**config.mk**
```make
export PLATFORM = sky130hd
export DESIGN_NAME = fp_mult_rr_sched_flat
export DESIGN_NICKNAME = d
export VERILOG_FILES = /design/src/rtl/fp_mult_rr_sched_if.sv /design/src/rtl/fp_mult_rr_sched.sv /design/src/flat_wrapper.sv
export SDC_FILE = /design/constraint.sdc
export NUM_CORES = 1
export LEC_CHECK = 0
export ABC_AREA = 1
export BUFFER_PORTS_ARGS = -buffer_cell sky130_fd_sc_hd__clkbuf_2
export CORE_UTILIZATION = 55
export DETAILED_ROUTE_END_ITERATION = 10
export PLACE_DENSITY = 0.76
export SYNTH_ARGS = -nofsm -noshare
export SYNTH_HDL_FRONTEND = slang
export SYNTH_SLANG_ARGS = --single-unit
export TNS_END_PERCENT = 30
```
**constraint.sdc**
```tcl
create_clock -name clk -period 9.1 [get_ports clk]
set_input_delay 1.82 -clock clk [delete_from_list [all_inputs] [get_ports clk]]
set_output_delay 1.82 -clock clk [all_outputs]
set_load 0.005 [all_outputs]
```
**src/rtl/fp_mult_rr_sched_if.sv**
```systemverilog
// Request/response bundle between the filter/update engines (master) and the
// shared-multiplier scheduler (slave).
interface fp_mult_rr_sched_if #(
    parameter int NUM_REQ = 4,
    parameter int W_len   = 16,
    parameter int ID_W    = 2
);
    logic [NUM_REQ-1:0]       req_valid;
    logic [NUM_REQ-1:0]       req_ready;
    logic [NUM_REQ*W_len-1:0] req_a;
    logic [NUM_REQ*W_len-1:0] req_b;
    logic                     rsp_valid;
    logic                     rsp_ready;
    logic [ID_W-1:0]          rsp_id;
    logic [W_len-1:0]         rsp_product;
    logic                     rsp_overflow;
    logic                     rsp_underflow;

    modport master (
        output req_valid, req_a, req_b, rsp_ready,
        input  req_ready, rsp_valid, rsp_id, rsp_product, rsp_overflow, rsp_underflow
    );

    modport slave (
        input  req_valid, req_a, req_b, rsp_ready,
        output req_ready, rsp_valid, rsp_id, rsp_product, rsp_overflow, rsp_underflow
    );
endinterface

```
**src/rtl/fp_mult_rr_sched.sv**
```systemverilog
// Round-robin scheduler sharing one registered Q-format multiplier among NUM_REQ
// requesters. Optional FP_MULT_SAT_EN saturates the product on a qualified flag.
module fp_mult #(
    parameter int W_len   = 16,
    parameter int W_fract = 14
) (
    input  logic                    clk,
    input  logic                    reset,
    input  logic signed [W_len-1:0] a,
    input  logic signed [W_len-1:0] b,
    output logic        [W_len-1:0] product,
    output logic                    overflow,
    output logic                    underflow
);
    localparam int HI_W = W_len - W_fract + 1;
    localparam int LO_W = W_len + W_fract - 1;
    localparam logic signed [2*W_len-1:0] PROD_MAX = {{HI_W{1'b0}}, {LO_W{1'b1}}};
    localparam logic signed [2*W_len-1:0] PROD_MIN = {{HI_W{1'b1}}, {LO_W{1'b0}}};

    logic signed [2*W_len-1:0] full_s;
    logic                      sign_s;

    assign full_s = a * b;
    // Sign comes from the operands, so zero times a negative reports underflow.
    assign sign_s = a[W_len-1] ^ b[W_len-1];

    // Truncate to the output Q format and register product plus range flags.
    always_ff @(posedge clk or posedge reset) begin
        if (reset) begin
            product   <= {W_len{1'b0}};
            overflow  <= 1'b0;
            underflow <= 1'b0;
        end else begin
            product   <= full_s[W_len+W_fract-1:W_fract];
            overflow  <= ~sign_s & (full_s > PROD_MAX);
            underflow <= sign_s & ~((full_s < 0) & (full_s >= PROD_MIN));
        end
    end
endmodule

module fp_mult_rr_sched #(
    parameter int NUM_REQ = 4,
    parameter int W_len   = 16,
    parameter int W_fract = 14,
    parameter int ID_W    = 2
) (
    input  logic                clk,
    input  logic                reset,
    fp_mult_rr_sched_if.slave   bus,
    output logic                busy
);
    localparam logic [1:0] IDLE = 2'd0;
    localparam logic [1:0] MUL  = 2'd1;
    localparam logic [1:0] RESP = 2'd2;

    logic [1:0]         state_r;
    logic [1:0]         state_next_s;
    logic [ID_W-1:0]    rr_ptr_r;
    logic [ID_W-1:0]    id_r;
    logic [W_len-1:0]   a_r;
    logic [W_len-1:0]   b_r;
    logic               rsp_valid_r;
    logic               busy_r;
    logic [ID_W-1:0]    grant_s;
    logic               grant_found_s;
    logic [ID_W-1:0]    ptr_next_s;
    logic [NUM_REQ-1:0] ready_s;
    logic [W_len-1:0]   mult_product_s;
    logic               mult_ovf_s;
    logic               mult_unf_s;
    logic               zero_op_s;
    logic               ovf_q_s;
    logic               unf_q_s;

    // First valid requester at or after rr_ptr, wrapping modulo NUM_REQ.
    always_comb begin
        logic [ID_W:0] cand;
        grant_found_s = 1'b0;
        grant_s       = {ID_W{1'b0}};
        for (int k = 0; k < NUM_REQ; k++) begin
            cand = {1'b0, rr_ptr_r} + k[ID_W:0];
            if (cand >= (ID_W+1)'(NUM_REQ)) begin
                cand = cand - (ID_W+1)'(NUM_REQ);
            end else begin
                cand = cand;
            end
            if (!grant_found_s && bus.req_valid[cand[ID_W-1:0]]) begin
                grant_found_s = 1'b1;
                grant_s       = cand[ID_W-1:0];
            end else begin
                grant_found_s = grant_found_s;
            end
        end
    end

    // Pointer advances to the slot after the winner.
    always_comb begin
        logic [ID_W:0] nxt;
        nxt = {1'b0, grant_s} + {{ID_W{1'b0}}, 1'b1};
        if (nxt >= (ID_W+1)'(NUM_REQ)) begin
            ptr_next_s = {ID_W{1'b0}};
        end else begin
            ptr_next_s = nxt[ID_W-1:0];
        end
    end

    // Ready is only ever offered in IDLE, and only to the winner.
    always_comb begin
        ready_s = {NUM_REQ{1'b0}};
        if ((state_r == IDLE) && grant_found_s) begin
            ready_s[grant_s] = 1'b1;
        end else begin
            ready_s = {NUM_REQ{1'b0}};
        end
    end

    // IDLE -> MUL on a grant, MUL -> RESP always, RESP -> IDLE on consume.
    always_comb begin
        case (state_r)
            IDLE:    state_next_s = grant_found_s ? MUL : IDLE;
            MUL:     state_next_s = RESP;
            RESP:    state_next_s = bus.rsp_ready ? IDLE : RESP;
            default: state_next_s = IDLE;
        endcase
    end

    // State, arbitration pointer, captured operands and registered status.
    always_ff @(posedge clk or posedge reset) begin
        if (reset) begin
            state_r     <= IDLE;
            rr_ptr_r    <= {ID_W{1'b0}};
            id_r        <= {ID_W{1'b0}};
            a_r         <= {W_len{1'b0}};
            b_r         <= {W_len{1'b0}};
            rsp_valid_r <= 1'b0;
            busy_r      <= 1'b0;
        end else begin
            state_r     <= state_next_s;
            rsp_valid_r <= (state_next_s == RESP);
            busy_r      <= (state_next_s != IDLE);
            if ((state_r == IDLE) && grant_found_s) begin
                a_r      <= bus.req_a[grant_s*W_len +: W_len];
                b_r      <= bus.req_b[grant_s*W_len +: W_len];
                id_r     <= grant_s;
                rr_ptr_r <= ptr_next_s;
            end else begin
                a_r      <= a_r;
                b_r      <= b_r;
                id_r     <= id_r;
                rr_ptr_r <= rr_ptr_r;
            end
        end
    end

    fp_mult #(
        .W_len   (W_len),
        .W_fract (W_fract)
    ) u_fp_mult (
        .clk       (clk),
        .reset     (reset),
        .a         (a_r),
        .b         (b_r),
        .product   (mult_product_s),
        .overflow  (mult_ovf_s),
        .underflow (mult_unf_s)
    );

    // a_r/b_r stay put through RESP, so the multiplier output is stable there.
    assign zero_op_s = (a_r == {W_len{1'b0}}) | (b_r == {W_len{1'b0}});
    assign ovf_q_s   = mult_ovf_s & ~zero_op_s;
    assign unf_q_s   = mult_unf_s & ~zero_op_s;

    // Product presented to the consumer, optionally clamped on a range flag.
    always_comb begin
`ifdef FP_MULT_SAT_EN
        if (ovf_q_s) begin
            bus.rsp_product = {1'b0, {(W_len-1){1'b1}}};
        end else if (unf_q_s) begin
            bus.rsp_product = {1'b1, {(W_len-1){1'b0}}};
        end else begin
            bus.rsp_product = mult_product_s;
        end
`else
        bus.rsp_product = mult_product_s;
`endif
    end

    assign bus.req_ready     = ready_s;
    assign bus.rsp_valid     = rsp_valid_r;
    assign bus.rsp_id        = id_r;
    assign bus.rsp_overflow  = ovf_q_s;
    assign bus.rsp_underflow = unf_q_s;
    assign busy              = busy_r;
endmodule

```
**src/flat_wrapper.sv**
```systemverilog
// flat-port wrapper written by rule: the top's interface ports become plain ports
module fp_mult_rr_sched_flat 
#(
    parameter int NUM_REQ = 4,
    parameter int W_len   = 16,
    parameter int W_fract = 14,
    parameter int ID_W    = 2
)
  (clk, reset, busy, bus_req_valid, bus_req_a, bus_req_b, bus_rsp_ready, bus_req_ready, bus_rsp_valid, bus_rsp_id, bus_rsp_product, bus_rsp_overflow, bus_rsp_underflow);
  fp_mult_rr_sched_if #(.NUM_REQ(NUM_REQ), .W_len(W_len), .ID_W(ID_W)) bus_i ();
  input  logic clk;
  input  logic reset;
  output logic busy;
  input wire logic [$bits(bus_i.req_valid)-1:0] bus_req_valid;
  input wire logic [$bits(bus_i.req_a)-1:0] bus_req_a;
  input wire logic [$bits(bus_i.req_b)-1:0] bus_req_b;
  input wire logic [$bits(bus_i.rsp_ready)-1:0] bus_rsp_ready;
  output wire logic [$bits(bus_i.req_ready)-1:0] bus_req_ready;
  output wire logic [$bits(bus_i.rsp_valid)-1:0] bus_rsp_valid;
  output wire logic [$bits(bus_i.rsp_id)-1:0] bus_rsp_id;
  output wire logic [$bits(bus_i.rsp_product)-1:0] bus_rsp_product;
  output wire logic [$bits(bus_i.rsp_overflow)-1:0] bus_rsp_overflow;
  output wire logic [$bits(bus_i.rsp_underflow)-1:0] bus_rsp_underflow;
  assign bus_i.req_valid = bus_req_valid;
  assign bus_i.req_a = bus_req_a;
  assign bus_i.req_b = bus_req_b;
  assign bus_i.rsp_ready = bus_rsp_ready;
  assign bus_req_ready = bus_i.req_ready;
  assign bus_rsp_valid = bus_i.rsp_valid;
  assign bus_rsp_id = bus_i.rsp_id;
  assign bus_rsp_product = bus_i.rsp_product;
  assign bus_rsp_overflow = bus_i.rsp_overflow;
  assign bus_rsp_underflow = bus_i.rsp_underflow;
  fp_mult_rr_sched #(.NUM_REQ(NUM_REQ), .W_len(W_len), .W_fract(W_fract), .ID_W(ID_W)) u_core (.clk(clk), .reset(reset), .bus(bus_i), .busy(busy));
endmodule
```
; ---- Word level (Yosys, flattened, before mapping)
; Cells that the tools add are included.
[op_classes]
n_bitwise = 10
div = 0
n_mul = 1
shift = 2
mux = 27
reduce_logical = 12
magnitude_cmp = 14
add_sub_neg = 8
eq_ne = 3
[op_table]
columns = cell, count
row1 = $shiftx A64 B7 Y16, 2
row2 = $ge A32 B30 Y1 const B, 1
row3 = $gt A32 B30 Y1 const B, 1
row4 = $logic_not A16 Y1, 2
row5 = $lt A32 B1 Y1 const B, 1
row6 = $mul A16 B16 Y32, 1
row7 = $mux W2, 10
row8 = $lt A2 B3 Y1 const B, 5
row9 = $ge A3 B3 Y1 const B, 4
row10 = $mux W1, 10
row11 = $bmux W1 S2, 4
row12 = $sub A2 B1 Y2 const B, 4
row13 = $add A2 B1 Y3 const B, 2
row14 = $add A2 B2 Y3 const B, 2
row15 = $pmux W2 S3, 1
row16 = $and A1 B1 Y1, 5
row17 = $logic_and A1 B1 Y1, 5
row18 = $eq A2 B2 Y1 const B, 2
row19 = $mux W4, 1
row20 = $ge A2 B3 Y1 const B, 1
row21 = $logic_not A1 Y1, 3
row22 = $not A1 Y1, 3
row23 = $demux W1 S2, 1
row24 = $eq A2 B1 Y1 const B, 1
row25 = other kinds (5), 5
[totals]
register_bits = 58
wordCells = 87
mem_bits_rw = 0
memories = 0
in_bits = 135
romBits = 0
latch_bits = 0
out_inout_bits = 26

; ---- Longest topological paths before layout
[logic_depth]
ltp_word = 19
ltp_mapped = 31
depth_no_buf = 29

; ---- Hierarchy
; Synthesis repeated with hierarchy kept, for this count alone.
[unflattened]
cells_unflattened = 1949
area_unflattened_um2 = 14108.5
[by_module_without_submodules]
columns = module, n_inst, area_each_um2, seq_area_each_um2, cells_per_inst
row1 = fp_mult, 1, 11135.7, 450.4, 1460
row2 = fp_mult_rr_sched, 1, 2972.9, 1001.0, 489

; ---- Worst setup path before layout
; No wires, ideal clock.
[synth_timing]
path_type = reg2reg
start = register u_core.a_r[15]
end = register u_core.u_fp_mult.product[12]
arrival_time_ns = 5.779
path_buffers = 2
required_ns = 9.021
slack_ns = 3.242
path_stages_with_launch = 24
period_less_slack_ns = 5.858
setup_ns = 0.079
cell_sequence = dfrtp_1 clkbuf_1 buf_1 nand2_1 inv_1 fa_1 fa_1 inv_1 fa_1 fa_1 inv_1 fa_1 inv_1 fa_1 inv_1 ha_1 nand2_1 inv_1 nand3_1 nor3_1 nand3_1 or2_2 nand3_1 xor2_1
[synth_between]
elab_chain_len = 1
[synth_lines]
columns = item, line_no
row1 = start: declaration, fp_mult_rr_sched.sv:60  ; logic [W_len-1:0] a_r;
row2 = start signal: assignment, fp_mult_rr_sched.sv:133  ; a_r <= {W_len{1'b0}};
row3 = start signal: assignment, fp_mult_rr_sched.sv:142  ; a_r <= bus.req_a[grant_s*W_len +: W_len];
row4 = start signal: assignment, fp_mult_rr_sched.sv:147  ; a_r <= a_r;
row5 = $mul A16 B16 Y32, fp_mult_rr_sched.sv:23  ; assign full_s = a * b;
row6 = via u_core.u_fp_mult.full_s[26], fp_mult_rr_sched.sv:20  ; logic signed [2*W_len-1:0] full_s;
row7 = end signal: assignment, fp_mult_rr_sched.sv:30  ; product <= {W_len{1'b0}};
row8 = end signal: assignment, fp_mult_rr_sched.sv:34  ; product <= full_s[W_len+W_fract-1:W_fract];
row9 = end: declaration, fp_mult_rr_sched.sv:11  ; output logic [W_len-1:0] product,
; The timed path passes the listed nets, and every way through them passes these cells.
; A chain may end at the register's enable or synchronous reset.

; ---- Worst setup path in the final report
[layout_timing]
start = register u_core.a_r[15]
end = register u_core.u_fp_mult.product[13]
; The elaborated chain is that of the path after synthesis.

==> impl_metrics.json <==
{
  "dieArea_mm2": 0.0267,
  "path_cells": "nand2_1 > inv_1 > fa_1 > fa_1 > inv_1 > fa_1 > fa_1 > inv_1 > fa_1 > inv_1 > fa_1 > inv_1 > ha_1 > nand2_1 > inv_1 > nand3_1 > nor3_1 > nand3_1 > o211ai_1 > xor2_1",
  "synth.avg_cell_area_um2": 7.25,
  "synth.largest_area_cell": "fa_1",
  "antennaDiodeCount": 0,
  "cts.clk_slew.worst_paths_ns": 0.07,
  "cts_hold_buf": 0,
  "layout-drive-gt1-share": 0.0966,
  "routedWlPerCell_um": 15.2,
  "die_x_um": 163,
  "ys_seq_elements": 58,
  "critPathBufInv": 6,
  "viasPerCell": 5.18,
  "final_hold_viol_count": 0,
  "synthTopCellsByArea": "fa_1, nand2_1, inv_1, dfrtp_1, ha_1",
  "cts_tree": "built",
  "coreArea_mm2": 0.0253,
  "syn2layout_area_growth_pct": 8.08,
  "h-tree-depth": 3,
  "finalSetupTns_ns": 0,
  "critPathLaunchType": "register",
  "cp_max_fo": 19,
  "finalSetupViolCount": 0,
  "max_cap_viol_count": 0,
  "synth_edf_count": 0,
  "crit_cells": 20,
  "slowest_delay_ns": 0.84,
  "grt_pass1_wl_um": 61200,
  "slew_headroom": 0.368,
  "wl_um": 36400,
  "ant_nets": 0,
  "dp_hpwl_um": 28700,
  "yosysWarningCount": 0,
  "crit_family": "adder cells",
  "cp.required_ns": 9.36,
  "synth-seq-area-share": 0.101,
  "synthArstFlopShare": 1.00,
  "yosysTopAreaCellShare": 0.367,
  "numPortBuffers": 160,
  "hold_class": "register to register",
  "clock_path_buffers": 2,
  "grt_max_degree": 91,
  "syn-instance-count": 1973,
  "holdPathStages": 1,
  "place_congestion": 0.898,
  "worst-slew-pin-transition_ns": 0.947,
  "worstSetupPathType": "register to register",
  "chipHeight_um": 163,
  "via_count": 12386,
  "drv_slew": 0,
  "num_rows": 58,
  "ys.flop_type": "dfrtp_1",
  "period_share": 0.734,
  "ys_types": 39,
  "dr.pass1.iters": 6,
  "status": "finished clean",
  "fin_util": 0.610,
  "dp.cells": 2373,
  "clock-sinks": 58,
  "syn_area_mm2": 0.0143,
  "grt_overflow_total": 0,
  "nets": 2539,
  "grt_pass1_vias": 13005,
  "stdcell_count": 2389,
  "skew_ns": 0.0173,
  "multi_input_area_mm2": 0.0103,
  "cpMaxStageDelayCell": "fa_1",
  "grt_use_total": 0.297,
  "fill_cells": 2320,
  "num_io_pins": 161,
  "antenna_found_initial": 0,
  "regArea_mm2": 0.00145,
  "min_period_ns": 6.68,
  "numCtsBuffers": 9,
  "fmax_ghz": 0.150,
  "cts_resized": 0,
  "root_buffer": "clkbuf_16",
  "end_kind": "register",
  "drc_errors": 0,
  "post_cts_buffers": 0,
  "crit_arrival_ns": 6.94,
  "drt-initial-drc-count": 718,
  "rsz0062_at_grt": "no",
  "start_util": 0.565,
  "yosysMostFrequentCell": "nand2_1",
  "synth_common_cells": "nand2_1, inv_1, fa_1",
  "r2r_cells": 20,
  "syn_nets": 2458,
  "clock_latency_ns": 0.36
}
## final timing paths
path / start / to / slack, ns
setup / recovery: u_core.a_r[15] / u_core.u_fp_mult.product[13] / 2.42
hold / removal: u_core.bus.rsp_id[0] / u_core.bus.rsp_id[0] / 0.50
setup reg to reg: u_core.a_r[15] / u_core.u_fp_mult.product[13] / 2.42
hold reg to reg: u_core.bus.rsp_id[0] / u_core.bus.rsp_id[0] / 0.50
max in group asynchronous: reset / u_core.u_fp_mult.product[1] / 6.90
min in group asynchronous: reset / u_core.b_r[6] / 1.68
## flip-flops by register name (all words and copies together), names as in the netlist
| register | count |
|---|---|
| u_core.u_fp_mult.product | 16 |
| u_core.state_r | 2 |
| u_core.b_r | 16 |
| u_core.bus.rsp_valid | 1 |
| u_core.busy | 1 |
| u_core.bus.rsp_id | 2 |
| u_core.rr_ptr_r | 2 |
| u_core.u_fp_mult.underflow | 1 |
| u_core.a_r | 16 |
| u_core.u_fp_mult.overflow | 1 |
## worst reg2reg max path, stage by stage (launching register included)
cell and delay, ns:
dfrtp_1 0.83, nand2_1 0.21, inv_1 0.18, fa_1 0.54
fa_1 0.85, inv_1 0.12, fa_1 0.43, fa_1 0.55
inv_1 0.05, fa_1 0.48, inv_1 0.06, fa_1 0.53
inv_1 0.04, ha_1 0.34, nand2_1 0.10, inv_1 0.08
nand3_1 0.21, nor3_1 0.30, nand3_1 0.12, o211ai_1 0.34
xor2_1 0.21
## metal layers
layer  track usage  share of wire  vias to the layer above
met5             0              0                        -
met4         0.150          0.048                        0
met3        0.0404          0.073                      131
met2         0.518           0.50                      531
met1         0.357           0.38                     5970
li1              -              -                     5754
## per-stage QoR
step / setup WS [ns] / hold slack, ns / instance area, um2
2_1_floorplan: 3.24 / 0.488 / 14300
3_3_place_gp: 2.76 / 0.483 / 15100
3_5_place_dp: 2.62 / 0.486 / 15100
4_1_cts: 2.54 / 0.500 / 15500
5_1_grt: 2.12 / 0.538 / 15500
6_report: 2.42 / 0.503 / 15500
## area by class of cell
type,instances,area share
clock buffer,9,0.0146
clock inverter,7,0.00656
inverter,575,0.140
multi-input combinational,1249,0.666
sequential,58,0.0939
tap,330,0.0267
timing repair buffer,161,0.0523
## kinds of logic after synthesis
kind of cell    Yosys count  synth area share
simple gates            824             0.241
buf+inv                 666             0.178
fa+ha+maj               350             0.444
flops                    58             0.101
compound gates           52            0.0214
xor+xnor                 23            0.0141
## placed cells by master (no fill, tap or decap), types with 2 or more instances in the layout
| cell type | Yosys | routed |
|---|---|---|
| nand2_1 | 575 | 575 |
| inv_1 | 571 | 570 |
| fa_1 | 262 | 262 |
| clkbuf_2 | 0 | 160 |
| nand3_1 | 114 | 114 |
| ha_1 | 88 | 88 |
| nor2_1 | 59 | 59 |
| dfrtp_1 | 58 | 58 |
| a21oi_1 | 23 | 23 |
| or2_0 | 18 | 18 |
| xor2_1 | 14 | 14 |
| nand3b_1 | 12 | 12 |
| xnor2_1 | 9 | 9 |
| nor4_1 | 9 | 9 |
| clkbuf_16 | 0 | 9 |
| nor3_1 | 8 | 8 |
| nand4_1 | 7 | 7 |
| o21ai_0 | 7 | 7 |
| or2_2 | 7 | 7 |
| o21bai_1 | 6 | 6 |
| inv_2 | 4 | 5 |
| nand2_2 | 5 | 5 |
| a21o_1 | 5 | 5 |
| a31oi_1 | 4 | 4 |
| or2_1 | 4 | 4 |
| nor2_2 | 2 | 2 |
| o21a_1 | 2 | 2 |
| bufinv_16 | 0 | 2 |
| inv_6 | 0 | 2 |
| clkinvlp_4 | 0 | 2 |
Power is not shown: default switching activity piles up to over one toggle a cycle in this logic, so the estimate is an artifact.
